==> config.mk <==
export PLATFORM = sky130hd
export DESIGN_NAME = uart_tx_arbiter
export DESIGN_NICKNAME = d
export VERILOG_FILES = /design/src/rtl/uart_tx_arbiter.sv
export SDC_FILE = /design/constraint.sdc
export NUM_CORES = 1
export LEC_CHECK = 0
export ABC_CLOCK_PERIOD_IN_PS = 5400
export BUFFER_PORTS_ARGS = -buffer_cell sky130_fd_sc_hd__buf_4
export CORE_AREA = 2 2 77 79
export CTS_CLUSTER_SIZE = 8
export DETAILED_ROUTE_END_ITERATION = 8
export DIE_AREA = 0 0 79 81
export HOLD_SLACK_MARGIN = 0.1
export PLACE_DENSITY = 0.65
export SLEW_MARGIN = 20
export SYNTH_ARGS = -nofsm -noshare
export SYNTH_HDL_FRONTEND = slang
export SYNTH_SLANG_ARGS = --single-unit
==> constraint.sdc <==
create_clock -name clk -period 5.4 [get_ports clk]
set_input_delay 0.27 -clock clk [delete_from_list [all_inputs] [get_ports clk]]
set_output_delay 0.27 -clock clk [all_outputs]
set_load 0.01 [all_outputs]
==> src/rtl/uart_tx_arbiter.sv <==
// -----------------------------------------------------------------------------
// uart_tx_arbiter
//   Round-robin arbiter that hands bytes from two requesters to a single UART
//   byte transmitter. A requester can lock the channel for a burst by
//   presenting last=0 with its byte. A transfer that never sees tx_done aborts
//   after TIMEOUT cycles and sets a sticky error flag.
//
// Ports
//   clk, rst_n          system clock, asynchronous active-low reset
//   req0/1              requester N wants to send; held with data until ackN
//   data0/1             byte from requester N
//   last0/1             1 = final byte of burst, 0 = keep channel locked
//   ack0/1              one-cycle pulse: byte of requester N accepted
//   done0/1             one-cycle pulse: byte of requester N transmitted
//   baud_set_in         desired baud code
//   send_en             one-cycle start pulse to the transmitter
//   data_byte           byte to transmitter, stable from send_en to tx_done
//   baud_set            baud code to transmitter (loads only when idle)
//   tx_done             transmitter completion pulse
//   busy                high whenever not idle
//   owner               current / last granted requester
//   err                 sticky timeout flag, cleared only by reset
// -----------------------------------------------------------------------------
module uart_tx_arbiter #(
    parameter logic [15:0] TIMEOUT = 16'd60000
) (
    input  logic       clk,
    input  logic       rst_n,
    input  logic       req0,
    input  logic       req1,
    input  logic [7:0] data0,
    input  logic [7:0] data1,
    input  logic       last0,
    input  logic       last1,
    output logic       ack0,
    output logic       ack1,
    output logic       done0,
    output logic       done1,
    input  logic [2:0] baud_set_in,
    output logic       send_en,
    output logic [7:0] data_byte,
    output logic [2:0] baud_set,
    input  logic       tx_done,
    output logic       busy,
    output logic       owner,
    output logic       err
);

    typedef enum logic [1:0] {
        IDLE = 2'd0,
        WAIT = 2'd1,
        NEXT = 2'd2
    } state_t;

    state_t      state;
    logic        ptr;
    logic        lock;
    logic [15:0] cnt;

    logic [1:0]  req_v;
    logic        grant_idx;
    logic [7:0]  grant_data;
    logic        grant_last;
    logic        own_req;
    logic [7:0]  own_data;
    logic        own_last;

    // Requester selection: the pointer holder wins, otherwise the other side.
    always_comb begin
        req_v      = {req1, req0};
        grant_idx  = req_v[ptr] ? ptr : ~ptr;
        grant_data = grant_idx ? data1 : data0;
        grant_last = grant_idx ? last1 : last0;
        own_req    = owner ? req1 : req0;
        own_data   = owner ? data1 : data0;
        own_last   = owner ? last1 : last0;
    end

    always_ff @(posedge clk or negedge rst_n) begin
        if (!rst_n) begin
            state     <= IDLE;
            send_en   <= 1'b0;
            ack0      <= 1'b0;
            ack1      <= 1'b0;
            done0     <= 1'b0;
            done1     <= 1'b0;
            data_byte <= '0;
            baud_set  <= '0;
            busy      <= 1'b0;
            owner     <= 1'b0;
            err       <= 1'b0;
            ptr       <= 1'b0;
            lock      <= 1'b0;
            cnt       <= '0;
        end else begin
            send_en <= 1'b0;
            ack0    <= 1'b0;
            ack1    <= 1'b0;
            done0   <= 1'b0;
            done1   <= 1'b0;

            case (state)
                IDLE: begin
                    if (req0 || req1) begin
                        send_en   <= 1'b1;
                        ack0      <= ~grant_idx;
                        ack1      <= grant_idx;
                        data_byte <= grant_data;
                        owner     <= grant_idx;
                        lock      <= ~grant_last;
                        cnt       <= '0;
                        busy      <= 1'b1;
                        state     <= WAIT;
                    end else begin
                        baud_set <= baud_set_in;
                    end
                end

                WAIT: begin
                    // Completion takes priority over a timeout in the same cycle.
                    if (tx_done) begin
                        done0 <= ~owner;
                        done1 <= owner;
                        state <= NEXT;
                    end else if (cnt >= TIMEOUT - 16'd1) begin
                        err   <= 1'b1;
                        ptr   <= ~owner;
                        lock  <= 1'b0;
                        cnt   <= TIMEOUT;
                        busy  <= 1'b0;
                        state <= IDLE;
                    end else begin
                        cnt <= cnt + 16'd1;
                    end
                end

                NEXT: begin
                    if (lock && own_req) begin
                        send_en   <= 1'b1;
                        ack0      <= ~owner;
                        ack1      <= owner;
                        data_byte <= own_data;
                        lock      <= ~own_last;
                        cnt       <= '0;
                        state     <= WAIT;
                    end else begin
                        ptr   <= ~owner;
                        lock  <= 1'b0;
                        busy  <= 1'b0;
                        state <= IDLE;
                    end
                end

                default: begin
                    busy  <= 1'b0;
                    state <= IDLE;
                end
            endcase
        end
    end

endmodule

* Yosys cells after proc, flatten, opt, wreduce, memory -nomap -nowiden
Cells that the tools add are included.
Cells by class: add/sub/neg operators 1, magnitude comparators 2, equal/unequal tests 8, multiplexer cells 46, bitwise gates (word level) 7, reductions and logical operators 15
Operator list (number):
- 2-to-1 mux 16 bit | 4
- case mux 16 bit (3 select lines) | 1
- 2-to-1 mux 8 bit | 4
- 2-to-1 mux 1 bit | 26
- adder 16 x 1 -> 16 bit (second input constant) | 1
- greater-or-equal comparator 16 bit (second input constant) | 1
- case mux 8 bit (2 select lines) | 1
- AND reduction 4 bit | 4
- inequality test 2 bit (second input constant) | 5
- case mux 1 bit (2 select lines) | 4
- NOT 1 bit | 7
- 2-to-1 mux 2 bit | 3
- case mux 1 bit (3 select lines) | 2
- case mux 2 bit (3 select lines) | 1
- AND reduction 2 bit | 3
- AND reduction 3 bit | 2
- nonzero test 2 bit | 2
- inequality test 3 bit (second input constant) | 1
- nonzero test 3 bit | 1
- equality test 2 x 1 -> 1 bit (second input constant) | 1
- equality test 2 bit (second input constant) | 1
- logical NOT 2 bit | 1
- < comparator 1 x 2 -> 1 bit (second input constant) | 1
- logical AND 1 bit | 1
- logical OR 1 bit | 1
Word-level totals: bits in registers 39, output and inout port bits 19, logic and storage cells 93

* Depth between registers and ports, before layout
Gate-level depths: netlist (run 1).
depth after elaboration 7, depth in mapped cells 10

* Worst setup path after synthesis (run 1)
Ideal clock, no wire load.
kind reg-to-reg, from reg state[0], to reg cnt[12], setup time 0.069 ns, arrival time 2.031 ns, data required time 5.331 ns, setup slack 3.300 ns, cell stages (with the launch flop) 10, path buffers 2, cells stage by stage dfrtp_1 inv_1 ha_1 or3b_1 buf_6 nand2_4 or3_1 buf_2 or4_1 nand3_1
Between the ends: word-level cells in the longest chain between the ends 3
Ends and longest elaborated chain:
- from (decl) | line 55 | state_t state;
- from (signal assigned) | line 81 | state <= IDLE;
- from (signal assigned) | line 113 | state <= WAIT;
- from (signal assigned) | line 124 | state <= NEXT;
- equality test 2 bit (tied with other cells) | line 102 | case (state)
- inequality test 2 bit (no source line) / nonzero test 3 bit (equally long branches)
- AND reduction 4 bit (no source line)
- to (signal assigned) | line 133 | cnt <= cnt + 16'd1;
- to (decl) | line 58 | logic [15:0] cnt;
Several ways; a longest one is shown, not always the timed one. A chain may end at the register's enable or synchronous reset.

* Worst setup path in the final report (run 1)
Same ends and word-level chain as after synthesis.

==> metrics.yaml, run 1 <==
intPower_w: 0.000762
cp.arrival_ns: 2.71
fin_area_um2: 2640
clock.fmax_ghz: 0.402
final_nets: 307
synth_warnings: 0
io_buffer_count: 44
slowest_delay_ns: 0.57
seqPwrFrac_pct: 35.1
ir_drop_mv: 0.199
drive_above_1_share_pct: 22.4
cpLargestDelayFamily: "simple AND/OR/NAND/NOR gates"
crit_chain: "inv_1 -> ha_1 -> or3b_1 -> nand2_4 -> or3_1 -> or4_1 -> nand3_1"
regArea_um2: 976
grt_pass1_vias: 1750
multiInputGateArea_um2: 1080
cts-buffers-inserted: 5
avgSynthCellArea_um2: 9.21
antenna_found_initial: 0
clk_path_buf_depth: 2
drtIter0Drc: 129
wl_per_cell_um: 13.5
vias: 1912
slew_viol_final: 0
rsz0062_at_grt: "no"
final_cell_mix: "buf_4, dfrtp_1, nand2_1"
dpl.hpwl_mm: 3.44
synthArstFlopShare_pct: 100
ys_types: 51
cp-end-kind: "flop"
synth-seq-area-share_pct: 45.3
min_path_type: "in -> reg"
status: "completed"
drt_pass1_iterations: 4
syn-num-nets: 265
dpl_cell_area_um2: 2530
gp_congestion: 0.843
p_switching_w: 0.000515
maxCapViolCount: 0
fin_crit_sh_pct: 46.0
synthFlopType: "dfrtp_1"
core_area_um2: 5680
final_common_cell: "buf_4"
clock_skew_ns: 0.0110
via_per_inst: 5.43
finalHoldViolCount: 0
postCtsHoldBufs: 1
setup_viol_count_final: 0
std_cell_rows: 28
synth.ff_latch_count: 39
cts_sinks: 39
drc: 0
grt-ovfl-total: 0
drt-total-wl_mm: 4.75
ant_nets: 0
path_class: "reg -> reg"
p_per_area_nw_per_um2: 484
die_area_um2: 6400
critPathSlowestCell: "or3_1"
antenna_cells: 0
timing.setup.tns_ns: 0
postCtsSetupBuffers: 0
grt_max_degree: 40
clkPwrFrac_pct: 17.5
synth_area_um2: 2150
cts_tree: "done"
grt_usage_pct: 15.9
ctsResizeCount: 0
swShare_pct: 40.3
clkTransAtPathRegs_ns: 0.08
n_fill_cell: 571
path_buf_inv: 1
clk_latency_ns: 0.30
io_pins: 45
root_buffer: "clkbuf_8"
worstMarginPinSlew_ns: 0.924
grt_pass1_wl_mm: 8.03
required_ns: 5.63
die_h_um: 81
p_comb_share_pct: 47.4
p_leak_nw: 1.21
cts_htree_levels: 2
postSynthCellCount: 234
period_minus_slack_ns: 2.49
syn_to_final_growth_pct: 22.6
start_util_pct: 38.0
slew-limit-headroom_pct: 38.0
critPathMaxFanout: 15
synth_edf_count: 0
worstSetupStartpointType: "flop"
dieWidth_um: 79
==> Yosys cell counts (3+ instances only) <==
| master | instances | area (um^2) |
|---|---|---|
| inv_1 | 10 | 37.5 |
| o21ai_0 | 16 | 80.1 |
| dfrtp_1 | 39 | 976 |
| a21oi_1 | 17 | 85.1 |
| buf_2 | 5 | 25.0 |
| ha_1 | 5 | 62.6 |
| nor2_1 | 11 | 41.3 |
| and2_1 | 3 | 18.8 |
| o22ai_1 | 5 | 31.3 |
| nand2_1 | 28 | 105 |
| mux2_2 | 4 | 45.0 |
| nor3_1 | 6 | 30.0 |
| nand2b_1 | 5 | 31.3 |
| mux2i_1 | 9 | 90.1 |
| clkbuf_1 | 4 | 15.0 |
| and3_1 | 5 | 31.3 |
| nand3_1 | 16 | 80.1 |
==> per-stage QoR <==
stage / setup WS [ns] / std cells / utilization, % / hold slack (ns) / power, W
global route: 2.74 / 352 / 46.5 / 0.195 / 0.00139
CTS: 2.92 / 352 / 46.5 / 0.190 / 0.00129
global placement: 3.01 / 343 / 44.5 / 0.283 / 0.00106
detailed placement: 2.95 / 343 / 44.5 / 0.281 / 0.00107
finish: 2.91 / 352 / 46.5 / 0.200 / 0.00128
floorplan: 3.30 / 234 / - / -0.0256 / 0.000863
==> worst paths after layout <==
kind / depth (start not counted) / to / startpoint / slack, ns
max: 7 / cnt[12]$_DFFE_PN0P_ / state[0]$_DFFE_PN0P_ / 2.91
min: 2 / baud_set[2]$_DFFE_PN0P_ / baud_set_in[2] / 0.20
max reg2reg: 7 / cnt[12]$_DFFE_PN0P_ / state[0]$_DFFE_PN0P_ / 2.91
min reg2reg: 2 / data_byte[1]$_DFFE_PN0P_ / data_byte[1]$_DFFE_PN0P_ / 0.49
max in group asynchronous: 2 / cnt[10]$_DFFE_PN0P_ / rst_n / 4.56
min in group asynchronous: 2 / cnt[5]$_DFFE_PN0P_ / rst_n / 0.49
==> state kept, by name, summed over array words and instances, names as in the netlist <==
| register | cells |
|---|---|
| baud_set | 3 |
| busy | 1 |
| data_byte | 8 |
| ack1 | 1 |
| err | 1 |
| cnt | 16 |
| done0 | 1 |
| lock | 1 |
| ack0 | 1 |
| owner | 1 |
| done1 | 1 |
| send_en | 1 |
| state | 2 |
| ptr | 1 |
==> cell families after synthesis <==
group	share of synthesized area [%]
multiplexers	6.79
adder cells (fa/ha/maj)	2.90
buffers and inverters	4.47
AO/OA/AOI/OAI	19.2
flip-flops	45.3
AND/OR/NAND/NOR	21.4
==> per-layer routing <==
layer  up-vias  wire length [um]  GRT usage [%]
li1        937                 -              -
met1       907              2160           21.4
met2        61              2190           24.4
met3         7               304           4.00
met4         0                89           7.07
met5         -                 0              0
==> cell type report <==
cell class | count | area share [%]
Timing Repair Buffer | 46 | 13.2
Clock buffer | 7 | 3.65
Multi-Input combinational cell | 174 | 41.0
Tap cell | 75 | 3.55
Sequential cell | 39 | 36.9
Clock inverter | 1 | 0.284
Inverter | 10 | 1.42
==> power groups by stage <==
stage                     combinational (W)  clock [W]  sequential (W)
final                              0.000606   0.000223        0.000448
after global routing               0.000679   0.000243        0.000463
after CTS                          0.000614   0.000233        0.000448
after detailed placement           0.000613          0        0.000453
after global placement             0.000607          0        0.000451
after floorplan                    0.000396          0        0.000467
(Power assumes the default switching activity.)
==> inputs of run 2 (changes only) <==
--- a/config.mk
+++ b/config.mk
@@ -5,14 +5,14 @@
 export SDC_FILE = /design/constraint.sdc
 export NUM_CORES = 1
 export LEC_CHECK = 0
-export ABC_CLOCK_PERIOD_IN_PS = 5400
+export ABC_CLOCK_PERIOD_IN_PS = 2000
 export BUFFER_PORTS_ARGS = -buffer_cell sky130_fd_sc_hd__buf_4
 export CORE_AREA = 2 2 77 79
 export CTS_CLUSTER_SIZE = 8
 export DETAILED_ROUTE_END_ITERATION = 8
 export DIE_AREA = 0 0 79 81
 export HOLD_SLACK_MARGIN = 0.1
-export PLACE_DENSITY = 0.65
+export PLACE_DENSITY = 0.67
 export SLEW_MARGIN = 20
 export SYNTH_ARGS = -nofsm -noshare
 export SYNTH_HDL_FRONTEND = slang
==> constraint.sdc (replaced) <==
create_clock -name clk -period 2 [get_ports clk]
set_input_delay 0.1 -clock clk [delete_from_list [all_inputs] [get_ports clk]]
set_output_delay 0.1 -clock clk [all_outputs]
set_load 0.01 [all_outputs]
==> metrics.yaml, run 2 (synthesized netlist as in run 1, its figures left out) <==
status: "finished, violations left"  # was completed
failed_checks: "setup timing"
wl_per_cell_um: 13.9  # was 13.5 um
fin_area_um2: 2980  # was 2640 um^2
worstSetupStartpointType: "flop"  # unchanged
worstMarginPinSlew_ns: 0.496  # was 0.924 ns
largestRegisters: "cnt x16, data_byte x8, baud_set x3"  # unchanged
drt-total-wl_mm: 5.38  # was 4.75 mm
drtIter0Drc: 99  # was 129
cpLargestDelayFamily: "simple AND/OR/NAND/NOR gates"  # unchanged
largest_reg_flops: 16  # unchanged
dieWidth_um: 79  # unchanged
slowest_delay_ns: 0.47  # was 0.57 ns
slew-limit-headroom_pct: 66.9  # was 38.0%
vias: 2008  # was 1912
rrSetupSlack_ns: -0.04  # was 2.91 ns
critPathSlowestCell: "or4_4"  # was or3_1
io_buffer_count: 44  # unchanged
drive_above_1_share_pct: 34.4  # was 22.4%
antenna_cells: 0  # unchanged
std_cell_rows: 28  # unchanged
core_area_um2: 5680  # unchanged
grt_pass1_vias: 1941  # was 1750
final_cell_mix: "buf_4, dfrtp_1, nand2_1"  # unchanged
io_pins: 45  # unchanged
cp.arrival_ns: 2.26  # was 2.71 ns
dpl_cell_area_um2: 2710  # was 2530 um^2
crit_chain: "inv_2 -> ha_4 -> or3b_4 -> nand2_4 -> buf_6 -> or3_4 -> or4_4 -> o21ai_1"  # was inv_1 -> ha_1 -> or3b_1 -> nand2_4 -> or3_1 -> or4_1 -> nand3_1
final_common_cell: "buf_4"  # unchanged
period_minus_slack_ns: 2.04  # was 2.49 ns
slew_viol_final: 0  # unchanged
ant_nets: 0  # unchanged
die_area_um2: 6400  # unchanged
fin_crit_sh_pct: 102  # was 46.0%
clkTransAtPathRegs_ns: 0.08  # about the same
grt_usage_pct: 18.1  # was 15.9%
finalHoldViolCount: 0  # unchanged
maxCapViolCount: 0  # unchanged
cts_tree: "done"  # unchanged
root_buffer: "clkbuf_8"  # unchanged
clk_latency_ns: 0.29  # was 0.30 ns
path_buf_inv: 2  # was 1
cts-buffers-inserted: 5  # unchanged
die_h_um: 81  # unchanged
min_path_type: "in -> reg"  # unchanged
via_per_inst: 5.20  # was 5.43
setup_ws_ns: -0.0441  # was 2.91 ns
antenna_found_initial: 0  # unchanged
start_util_pct: 38.0  # unchanged
rsz0062_at_grt: "yes"  # was no
n_fill_cell: 546  # was 571
ir_drop_mv: 0.728  # was 0.199 mV
gp_congestion: 0.871  # was 0.843
required_ns: 2.22  # was 5.63 ns
drt_pass1_iterations: 4  # unchanged
clock.fmax_ghz: 0.489  # was 0.402 GHz
setup_viol_count_final: 2  # was 0
critPathMaxFanout: 5  # was 15
grt_max_degree: 40  # unchanged
cts_sinks: 39  # unchanged
regMostFlops: "cnt"  # unchanged
cts_htree_levels: 2  # unchanged
clock_skew_ns: 0.0105  # was 0.0110 ns
p_per_area_nw_per_um2: 1300  # was 484 nW/um^2
grt-ovfl-total: 0  # unchanged
syn_to_final_growth_pct: 38.4  # was 22.6%
final_nets: 341  # was 307
clk_path_buf_depth: 2  # unchanged
path_class: "reg -> reg"  # unchanged
p_leak_nw: 1.38  # was 1.21 nW
cp-end-kind: "flop"  # unchanged
timing.setup.tns_ns: -0.0689  # was 0 ns
dpl.hpwl_mm: 3.91  # was 3.44 mm
drc: 0  # unchanged
grt_pass1_wl_mm: 9.03  # was 8.03 mm
post-route-util_pct: 52.5  # was 46.5%
-- run 2: what timing repair did --
action	4_1_cts	5_1_grt
setup endpoints to repair	24	14
gates cloned	0	0
buffers inserted	2	6
hold endpoints to repair	44	0
pin swaps	3	2
hold buffers	6	0
resized for setup	6	13
-- run 2: through the flow --
step / worst slack (ns) / std cells / hold slack (ns) / total power, W
2_1_floorplan: -0.0110 / 234 / -0.196 / 0.00238
3_3_place_gp: -0.320 / 364 / 0.108 / 0.00311
3_5_place_dp: -0.432 / 364 / 0.103 / 0.00316
4_1_cts: -0.0420 / 380 / 0.101 / 0.00376
5_1_grt: -0.114 / 386 / 0.129 / 0.00416
6_report: -0.0441 / 386 / 0.0956 / 0.00387
-- run 2: worst paths after layout --
kind,startpoint,end,cells after the start
worst max register to register,state[0]$_DFFE_PN0P_,cnt[7]$_DFFE_PN0P_,8
worst min register to register,data_byte[7]$_DFFE_PN0P_,data_byte[7]$_DFFE_PN0P_,2
worst max-delay path,state[0]$_DFFE_PN0P_,cnt[7]$_DFFE_PN0P_,8
max in group asynchronous,rst_n,state[1]$_DFFE_PN0P_,2
worst min-delay path,data0[4],data_byte[4]$_DFFE_PN0P_,3
min in group asynchronous,rst_n,ack0$_DFF_PN0_,2
-- run 2: worst min-delay path: cells and delay by family --
kind | cells | cell delay [ns]
buffers and inverters | 1 | 0.07
AOI/OAI and AO/OA | 1 | 0.12
muxes | 1 | 0.05
-- run 2: final cells by class --
| cell class | instances | area, um^2 | area share (%) |
|---|---|---|---|
| Sequential cell | 39 | 976 | 32.7 |
| Tap cell | 75 | 93.8 | 3.15 |
| Clock buffer | 7 | 76.3 | 2.56 |
| Clock inverter | 1 | 5.00 | 0.168 |
| Inverter | 10 | 37.5 | 1.26 |
| Multi-Input combinational cell | 174 | 1170 | 39.4 |
| Timing Repair Buffer | 80 | 619 | 20.8 |
-- run 2: power by group --
| group | internal [W] | switching (W) |
|---|---|---|
| Sequential | 0.00103 | 0.000139 |
| Combinational | 0.00106 | 0.00112 |
| Clock | 0.000245 | 0.000272 |
| Total | 0.00233 | 0.00153 |
-- run 2: layer usage --
metal	global-route usage, %	vias up	part of all wire [%]
li1	-	999	-
met1	21.9	950	43
met2	31.3	48	51
met3	3.78	11	3.6
met4	7.59	0	2.3
met5	0	-	0
